--- config.mk ---
export PLATFORM = sky130hd
export DESIGN_NAME = axis_byte_serializer_flat
export DESIGN_NICKNAME = d
export VERILOG_FILES = /design/src/rtl/axis_pkg.sv /design/src/rtl/axis_if.sv /design/src/rtl/axis_keep_next_index.sv /design/src/rtl/axis_byte_serializer.sv /design/src/flat_wrapper.sv
export SDC_FILE = /design/constraint.sdc
export NUM_CORES = 1
export LEC_CHECK = 0
export BUFFER_PORTS_ARGS = -buffer_cell sky130_fd_sc_hd__clkbuf_2
export CAP_MARGIN = 10
export CORE_MARGIN = 3
export CORE_UTILIZATION = 52
export CTS_CLUSTER_SIZE = 28
export DETAILED_ROUTE_END_ITERATION = 6
export PLACE_DENSITY = 0.79
export SLEW_MARGIN = 20
export SYNTH_ARGS = -nofsm -noshare
export SYNTH_HDL_FRONTEND = slang
export SYNTH_SLANG_ARGS = --single-unit
--- constraint.sdc ---
create_clock -name clk -period 1.95 [get_ports clk]
set_input_delay 0.39 -clock clk [delete_from_list [all_inputs] [get_ports clk]]
set_output_delay 0.39 -clock clk [all_outputs]
set_load 0.1 [all_outputs]
--- src/rtl/axis_pkg.sv ---
// Shared AXI-Stream helpers: byte width, index sizing, serializer state type
// and the highest-kept-byte lookup used to flag the final byte of a beat.
package axis_pkg;

  localparam int BYTE_WIDTH     = 8;
  // Widest keep vector supported (512-bit beats).
  localparam int MAX_KEEP_WIDTH = 64;

  typedef enum logic {
    ST_EMPTY,  // holding register free, accepting a new beat
    ST_SEND    // holding register occupied, emitting bytes
  } ser_state_e;

  // Byte index width; a single-byte beat still needs one bit.
  function automatic int idx_width(input int keep_width);
    return (keep_width > 1) ? $clog2(keep_width) : 1;
  endfunction

  // Index of the highest set bit of keep (0 when keep is zero).
  function automatic int keep_highest_index(input logic [MAX_KEEP_WIDTH-1:0] keep);
    int hi;
    hi = 0;
    for (int k = 0; k < MAX_KEEP_WIDTH; k++) begin
      if (keep[k]) hi = k;
    end
    return hi;
  endfunction

endpackage

--- src/rtl/axis_if.sv ---
// AXI-Stream bundle with master/slave views. tkeep is one bit per byte.
interface axis_if #(
  parameter int DATA_WIDTH = 8,
  parameter int USER_WIDTH = 1,
  localparam int KEEP_WIDTH = (DATA_WIDTH / 8 > 0) ? DATA_WIDTH / 8 : 1
);

  logic [DATA_WIDTH-1:0] tdata;
  logic [KEEP_WIDTH-1:0] tkeep;
  logic                  tvalid;
  logic                  tready;
  logic                  tlast;
  logic [USER_WIDTH-1:0] tuser;

  modport master (
    output tdata, tkeep, tvalid, tlast, tuser,
    input  tready
  );

  modport slave (
    input  tdata, tkeep, tvalid, tlast, tuser,
    output tready
  );

endinterface

--- src/rtl/axis_keep_next_index.sv ---
// Finds the next kept byte in a keep vector, starting at or after index,
// and reports whether that byte is the highest kept byte of the beat.
module axis_keep_next_index
  import axis_pkg::*;
#(
  parameter int KEEP_WIDTH = 4,
  localparam int IDX_W = idx_width(KEEP_WIDTH)
) (
  input  logic [KEEP_WIDTH-1:0] keep,
  input  logic [IDX_W-1:0]      index,
  input  logic                  inclusive,   // 1: search from index, 0: from index+1
  output logic [IDX_W-1:0]      next_index,
  output logic                  next_valid,
  output logic                  is_last
);

  // Lowest kept position in the search window; descending loop lets the
  // lowest match overwrite the higher ones.
  always_comb begin
    // NOTE: every output gets a default before the loop so no path leaves a
    // signal unassigned, which would otherwise infer a latch.
    next_index = '0;
    next_valid = 1'b0;
    for (int k = KEEP_WIDTH - 1; k >= 0; k--) begin
      if (keep[k] && ((k > int'(index)) || (inclusive && (k == int'(index))))) begin
        next_index = IDX_W'(k);
        next_valid = 1'b1;
      end
    end
    is_last = next_valid &&
              (int'(next_index) == keep_highest_index(MAX_KEEP_WIDTH'(keep)));
  end

endmodule

--- src/rtl/axis_byte_serializer.sv ---
// AXI-Stream width downsizer: buffers one input beat and emits its kept
// bytes little-endian, one per clock, on an 8-bit stream. tlast/tuser ride
// on the highest kept byte of the last beat of a frame.
module axis_byte_serializer
  import axis_pkg::*;
#(
  parameter int IN_DATA_WIDTH = 32,
  localparam int KEEP_WIDTH = IN_DATA_WIDTH / BYTE_WIDTH
) (
  input  logic     clk,
  input  logic     reset,     // asynchronous, active low
  axis_if.slave    in_axis,
  axis_if.master   out_axis
);

  localparam int IDX_W = idx_width(KEEP_WIDTH);

  ser_state_e state, state_next;

  // Holding register for one full input beat plus the current byte pointer.
  logic [KEEP_WIDTH-1:0][BYTE_WIDTH-1:0] buf_data;
  logic [KEEP_WIDTH-1:0]                 buf_keep;
  logic                                  buf_last;
  logic                                  buf_user;
  logic [IDX_W-1:0]                      idx;
  logic                                  cur_last;   // idx is the last kept byte

  logic [IDX_W-1:0] first_idx, adv_idx;
  logic             first_valid, first_last;
  logic             adv_valid, adv_last;
  logic             out_fire, in_fire, load, advance;

  // First kept byte of the incoming beat; no match means an all-zero keep.
  axis_keep_next_index #(.KEEP_WIDTH(KEEP_WIDTH)) u_first (
    .keep       (in_axis.tkeep),
    .index      ('0),
    .inclusive  (1'b1),
    .next_index (first_idx),
    .next_valid (first_valid),
    .is_last    (first_last)
  );

  // Next kept byte after the one currently presented.
  axis_keep_next_index #(.KEEP_WIDTH(KEEP_WIDTH)) u_adv (
    .keep       (buf_keep),
    .index      (idx),
    .inclusive  (1'b0),
    .next_index (adv_idx),
    .next_valid (adv_valid),
    .is_last    (adv_last)
  );

  assign out_fire = (state == ST_SEND) && out_axis.tready;
  // Ready when empty, or when the final byte leaves this cycle so the next
  // beat loads without a bubble. Gated by reset so it is low during reset.
  assign in_axis.tready = reset && ((state == ST_EMPTY) || (out_fire && cur_last));
  assign in_fire = in_axis.tvalid && in_axis.tready;
  assign load    = in_fire && first_valid;
  assign advance = out_fire && adv_valid;

  // State register.
  always_ff @(posedge clk or negedge reset) begin
    // NOTE: non-blocking assignments so every flop samples pre-edge values
    // regardless of process ordering.
    if (!reset) state <= ST_EMPTY;
    else        state <= state_next;
  end

  // Next-state logic: fill on a load, drain after the last kept byte.
  always_comb begin
    state_next = state;
    case (state)
      ST_EMPTY: if (load) state_next = ST_SEND;
      ST_SEND:  if (out_fire && cur_last) state_next = load ? ST_SEND : ST_EMPTY;
      default:  state_next = ST_EMPTY;
    endcase
  end

  // Beat buffer: capture on load, step to the next kept byte on transfer.
  always_ff @(posedge clk or negedge reset) begin
    // NOTE: the buffer is a handful of flops, not a RAM, so it is reset;
    // that is what makes out_tdata read 0 out of reset.
    if (!reset) begin
      buf_data <= '0;
      buf_keep <= '0;
      buf_last <= 1'b0;
      buf_user <= 1'b0;
      idx      <= '0;
      cur_last <= 1'b0;
    end else if (load) begin
      buf_data <= in_axis.tdata;
      buf_keep <= in_axis.tkeep;
      buf_last <= in_axis.tlast;
      buf_user <= in_axis.tuser;
      idx      <= first_idx;
      cur_last <= first_last;
    end else if (advance) begin
      idx      <= adv_idx;
      cur_last <= adv_last;
    end
  end

  assign out_axis.tvalid = (state == ST_SEND);
  assign out_axis.tdata  = buf_data[idx];
  assign out_axis.tkeep  = 1'b1;
  assign out_axis.tlast  = (state == ST_SEND) && buf_last && cur_last;
  assign out_axis.tuser  = out_axis.tlast && buf_user;

endmodule

--- src/flat_wrapper.sv ---
// flat-port wrapper written by rule: the top's interface ports become plain ports
module axis_byte_serializer_flat import axis_pkg::*;
#(
  parameter int IN_DATA_WIDTH = 32,
  localparam int KEEP_WIDTH = IN_DATA_WIDTH / BYTE_WIDTH
)
  (clk, reset, in_axis_tdata, in_axis_tkeep, in_axis_tvalid, in_axis_tlast, in_axis_tuser, in_axis_tready, out_axis_tdata, out_axis_tkeep, out_axis_tvalid, out_axis_tlast, out_axis_tuser, out_axis_tready);
  axis_if #(.DATA_WIDTH(32), .USER_WIDTH(1)) in_axis_i ();
  axis_if #(.DATA_WIDTH(8), .USER_WIDTH(1)) out_axis_i ();
  input  logic clk;
  input  logic reset;
  input wire logic [$bits(in_axis_i.tdata)-1:0] in_axis_tdata;
  input wire logic [$bits(in_axis_i.tkeep)-1:0] in_axis_tkeep;
  input wire logic [$bits(in_axis_i.tvalid)-1:0] in_axis_tvalid;
  input wire logic [$bits(in_axis_i.tlast)-1:0] in_axis_tlast;
  input wire logic [$bits(in_axis_i.tuser)-1:0] in_axis_tuser;
  output wire logic [$bits(in_axis_i.tready)-1:0] in_axis_tready;
  output wire logic [$bits(out_axis_i.tdata)-1:0] out_axis_tdata;
  output wire logic [$bits(out_axis_i.tkeep)-1:0] out_axis_tkeep;
  output wire logic [$bits(out_axis_i.tvalid)-1:0] out_axis_tvalid;
  output wire logic [$bits(out_axis_i.tlast)-1:0] out_axis_tlast;
  output wire logic [$bits(out_axis_i.tuser)-1:0] out_axis_tuser;
  input wire logic [$bits(out_axis_i.tready)-1:0] out_axis_tready;
  assign in_axis_i.tdata = in_axis_tdata;
  assign in_axis_i.tkeep = in_axis_tkeep;
  assign in_axis_i.tvalid = in_axis_tvalid;
  assign in_axis_i.tlast = in_axis_tlast;
  assign in_axis_i.tuser = in_axis_tuser;
  assign in_axis_tready = in_axis_i.tready;
  assign out_axis_tdata = out_axis_i.tdata;
  assign out_axis_tkeep = out_axis_i.tkeep;
  assign out_axis_tvalid = out_axis_i.tvalid;
  assign out_axis_tlast = out_axis_i.tlast;
  assign out_axis_tuser = out_axis_i.tuser;
  assign out_axis_i.tready = out_axis_tready;
  axis_byte_serializer #(.IN_DATA_WIDTH(IN_DATA_WIDTH)) u_core (.clk(clk), .reset(reset), .in_axis(in_axis_i), .out_axis(out_axis_i));
endmodule
# ---- After elaboration in Yosys (flattened, before gate mapping)
# Index checks and enable logic that the tools add are counted.
# W data, S select, Z words.
dict set report op_classes {
  bitwise_logic 1
  reduce_logical 16
  n_mux 29
  n_eq_ne 2
  order_cmp 4
}
# cell n
set op_table {}
lappend op_table {{$mux W32} 4}
lappend op_table {{$eq A3 B32 Y1} 2}
lappend op_table {{$mux W2} 9}
lappend op_table {{$bmux W8 S2} 1}
lappend op_table {{$logic_and A1 B1 Y1} 14}
lappend op_table {{$mux W1} 13}
lappend op_table {{$mux W8} 1}
lappend op_table {{$gt A2 B2 Y1 const A} 2}
lappend op_table {{$lt A2 B3 Y1 const B} 1}
lappend op_table {{$gt A1 B2 Y1 const A} 1}
lappend op_table {{$pmux W1 S2} 1}
lappend op_table {{$reduce_bool A2 Y1} 1}
lappend op_table {{$logic_or A1 B1 Y1} 1}
lappend op_table {{$not A1 Y1} 1}
dict set report word_totals {
  ff_bits 42
  out_inout_bits 13
  input_bits 42
  word_cells 62
}

# ---- Depth between registers and ports, before layout
dict set report logic_depth {
  ltp_word 9
  depth_mapped 6
  ltp_nobuf 4
}

# ---- Hierarchy
# From an unflattened synthesis, not the netlist that was laid out.
dict set report unflattened {
  hier_cells 169
  hier_area_um2 2436.1
}
# mod area_per_inst_um2 instances cells_per_inst seq_area_each_um2
set by_module_without_submodules {}
lappend by_module_without_submodules {axis_byte_serializer 2043.2 1 111 1051.0}
lappend by_module_without_submodules {axis_keep_next_index 196.4 2 29 0.0}

# ---- Worst setup path after synthesis
# Ideal clock, no wire load.
dict set report synth_path {
  path_kind {register to output}
  from {reg u_core.state (netlist: u_core.out_axis.tvalid)}
  to {out out_axis_tuser}
  arrival_ps 2722
  stages_incl_launch_ff 3
  slack_ps -1162
  required_ps 1560
  n_path_buf 0
  path_cell_list {dfrtp_1 > and3_1 > and2_1}
}
dict set report synth_between {
  elab_chain_len 3
}
# item line_no
set synth_lines {}
lappend synth_lines {{from (decl)} axis_byte_serializer.sv:18} ;# ser_state_e state, state_next;
lappend synth_lines {{from (signal assigned)} axis_byte_serializer.sv:66} ;# else state <= state_next;
lappend synth_lines {{$logic_and A1 B1 Y1 (2 in series)} axis_byte_serializer.sv:106} ;# assign out_axis.tlast = (state == ST_SEND) && buf_last && cur_last;
lappend synth_lines {{named net out_axis_tlast} flat_wrapper.sv:21} ;# output wire logic [$bits(out_axis_i.tlast)-1:0] out_axis_tlast;
lappend synth_lines {{$logic_and A1 B1 Y1} axis_byte_serializer.sv:107} ;# assign out_axis.tuser = out_axis.tlast && buf_user;
lappend synth_lines {{to (decl)} flat_wrapper.sv:22} ;# output wire logic [$bits(out_axis_i.tuser)-1:0] out_axis_tuser;
# The timed path passes the listed nets, and every way through them passes these cells.

# ---- Worst setup path in the final report
dict set report layout_path {
  from {reg u_core.idx[0]}
  to {out out_axis_tdata[4]}
}
dict set report layout_between {
  elab_chain_len 2
}
# item line_no
set layout_lines {}
lappend layout_lines {{from (decl)} axis_byte_serializer.sv:25} ;# logic [IDX_W-1:0] idx;
lappend layout_lines {{from (signal assigned)} axis_byte_serializer.sv:95} ;# idx <= first_idx;
lappend layout_lines {{from (signal assigned)} axis_byte_serializer.sv:98} ;# idx <= adv_idx;
lappend layout_lines {{$bmux W8 S2} axis_byte_serializer.sv:104} ;# assign out_axis.tdata = buf_data[idx];
lappend layout_lines {{$mux W8 (implied by the code)} axis_byte_serializer.sv:104}
lappend layout_lines {{to (decl)} flat_wrapper.sv:18} ;# output wire logic [$bits(out_axis_i.tdata)-1:0] out_axis_tdata;
# No other way between the ends. The select of a mux whose other input is x is not followed.

==> summary.txt <==
Run status
  • Outcome: complete, no violations

Floorplanning
  • Die area: 0.00462 sq mm
  • I/O pin cnt: 55
  • Starting density of the core: 0.567
  • Die height: 68.0 um
  • Site Rows: 21
  • Core box area: 0.00352 sq mm
  • Die Width: 68.0 um

STA
  • Unrepaired setup endpoints after global routing: yes
  • Final setup viols: 0
  • Worst-Margin Slew: ~540 ps
  • Final hold vios: 0
  • FMAX: approximately 500 MHz
  • Pins Over Slew Limit: 0
  • Fin crit share: 0.999
  • Final worst path period need: slightly below 2000 ps
  • Final Skew: 5.80 ps
  • Rel. slew slack: 0.642
  • Worst setup margin: 2.00 ps

Logic synthesis
  • Mean Syn Cell Area: around 14 sq um
  • Synth Net Count: between 150 and 200
  • Mux contribution to synthesized area: 0.298
  • Post-synthesis register bit count: approximately 40
  • Synth Area in XOR/XNOR: 0.00439
  • Adder-cell share of the synthesized area: 0
  • Post-Synth Simple-Gate Area: 0.0984
  • Synth Area in Compound Gates: 0.0526
  • Post-synthesis sequential area ratio: 0.514
  • Top post-synthesis cells by area: dfrtp_1, mux2_2, mux4_2
  • EDFF count, synth: 0
  • Biggest area consumer among synthesized cells: dfrtp_1
  • Yosys cell types: 37
  • Synth top area share: 0.514
  • FFs w/ async S/R, synth: 1.00
  • Main synth FF type: dfrtp_1
  • Synthesized cell area: 0.00200 sq mm
  • Largest family of logic cells by synthesized area: multiplexers
  • Yosys Warn Count: 0
  • Syn Inst Count: 144

Place
  • Pre-CTS setup slack: 191 ps
  • IO Port Bufs: 53
  • DP Area: 0.00247 sq mm
  • DP HPWL: 3160 um
  • Inst Count DP: approximately 240
  • Routability cong.: 0.882

Worst setup path
  • CP Launch Point: u_core.idx[0]$_DFFE_PN0P_
  • Critical path required time: 1560 ps
  • CP Class: flip-flop to output pin
  • Reg-to-reg setup timing slack: 90 ps
  • Crit Reg-Reg Startpoint: u_core.idx[0]$_DFFE_PN0P_
  • Startpoint types: flip-flop
  • Crit Path Max Fanout: 5
  • FF-to-FF path depth: 6
  • FF-to-FF End: u_core.idx[0]$_DFFE_PN0P_
  • Crit path to: out_axis_tdata[4]
  • Crit path arrival time: 1560 ps
  • Critical path endpoint category: output pin

Final layout
  • Share of layout cells above drive strength 1: 0.587
  • Non-Filler Instances: ~250
  • Final core occ: 0.744
  • Final std cell area, no fill: ~0.0026 sq mm
  • Antenna diodes: 0
  • Nets@finish: roughly 250
  • Synthesis-to-finish area growth: 31.2%

Job
  • Max Cap Viol: 0

Route
  • Remaining DRCs: 0
  • Wire per inst: 16.8 um
  • Remaining antenna violation count: 0
  • DR vias: 1418
  • DRT Pass-1 Iters: 4
  • Initial DRC count: 68
  • Final wirelength: ~4300 um
  • Vias per cell: between 5 and 6

CTS
  • Max Buffers Root-to-Sink: 2
  • Clock slew at reported path FFs: 80 ps
  • Num CTS Buffers: 5
  • CTS tree: done
  • CTS Root Cell: clkbuf_8
  • CTS sink count: between 40 and 50
  • Htree depth: 2
  • Clk Latency, worst-skew pair: 290 ps

GRT
  • Pin count of the biggest net entering global routing: around 40
  • Grt met3 use: 0.0690
  • GR Util met2: 0.350
  • First-pass GRT wire length: between 6000 and 7000 um
  • Aggregate global-route resource usage: 0.209
  • Total gr overflow: 0
  • Vias in the first global route: 1470
  • Antenna violations before repair: 0
  • Met1 Use GR: 0.253
  • GRT busiest layer: met2

Hold path
  • Type of the tightest min-delay check: primary input to asynchronous set/reset pin
Yosys cell counts, drive strengths merged, types with 2 or more instances:
cell    count
nor2        6
inv         2
mux2       36
a211oi      2
dfrtp      41
and2        2
nand2       4
nand2b      4
nor3        6
a21boi      2
o21ai       4
buf         8
nor4        2
nor3b       2
mux4        8
logic make-up after synthesis:
logic type,Yosys count
buf+inv,10
compound gates,15
mux,45
flops,41
other cells,1
xor+xnor,1
simple gates,31
area by class of cell:
type | count | area (sq um)
clock buffer | 7 | 86.3
clock inverter | 1 | 30.0
fill | 249 | 901
inverter | 2 | 7.51
multi-input combinational | 93 | 918
sequential | 41 | 1030
tap | 46 | 57.6
timing repair buffer | 64 | 493
sequential cells by signal, summed over array words and instances (netlist names):
name,cells
u_core.buf_data,32
u_core.buf_keep,3
u_core.buf_last,1
u_core.buf_user,1
u_core.cur_last,1
u_core.idx,2
u_core.out_axis.tvalid,1
cell usage in the layout, fill, tap and decap left out, types with 2 or more instances in the layout:
master / Yosys / routed
buf_6: 2 / 2
mux2_2: 36 / 36
nand2b_1: 4 / 4
nor3_1: 4 / 4
buf_12: 0 / 9
inv_1: 2 / 2
buf_4: 1 / 8
nand2_1: 4 / 4
nor2_1: 6 / 6
o21ai_0: 4 / 4
clkbuf_2: 0 / 44
a211oi_1: 2 / 2
clkbuf_8: 0 / 6
nor3b_1: 2 / 2
dfrtp_1: 41 / 40
mux4_2: 8 / 8
timing repair:
action,CTS,global route
setup buffers,0,2
hold buffers,1,0
resized for setup,0,2
endpoints found under the hold margin,1,0
endpoints found under the setup margin,7,8
worst min path at each step:
stage | to | slack, ps | cells after the start
after floorplan | u_core.buf_data[0]$_DFFE_PN0N_ | 90 | 0
after global placement | u_core.cur_last$_DFFE_PN0P_ | 200 | 1
after detailed placement | u_core.cur_last$_DFFE_PN0P_ | 210 | 1
after CTS | u_core.buf_data[31]$_DFFE_PN0N_ | 250 | 2
after global routing | u_core.buf_last$_DFFE_PN0N_ | 280 | 2
final | u_core.buf_user$_DFFE_PN0N_ | 230 | 2
critical path: stages, from the launching register on:
cell	delay, ps
dfrtp_1	380
buf_6	150
mux4_2	550
buf_12	190
metrics by stage:
| step | TNS [ps] | hold WS (ps) |
|---|---|---|
| floorplan | 0 | 94.4 |
| global placement | 0 | 203 |
| detailed placement | 0 | 209 |
| CTS | -77.0 | 250 |
| global route | -478 | 280 |
| finish | 0 | 225 |
routing by layer:
layer / routed length, um / part of all wire / vias to the layer above
li1: - / - / 657
met1: 1630 / 0.38 / 696
met2: 2250 / 0.53 / 61
met3: 336 / 0.079 / 4
met4: 34 / 0.0080 / 0
met5: 0 / 0 / -
Power is not shown: default switching activity piles up to over one toggle a cycle in this logic, so the estimate is an artifact.
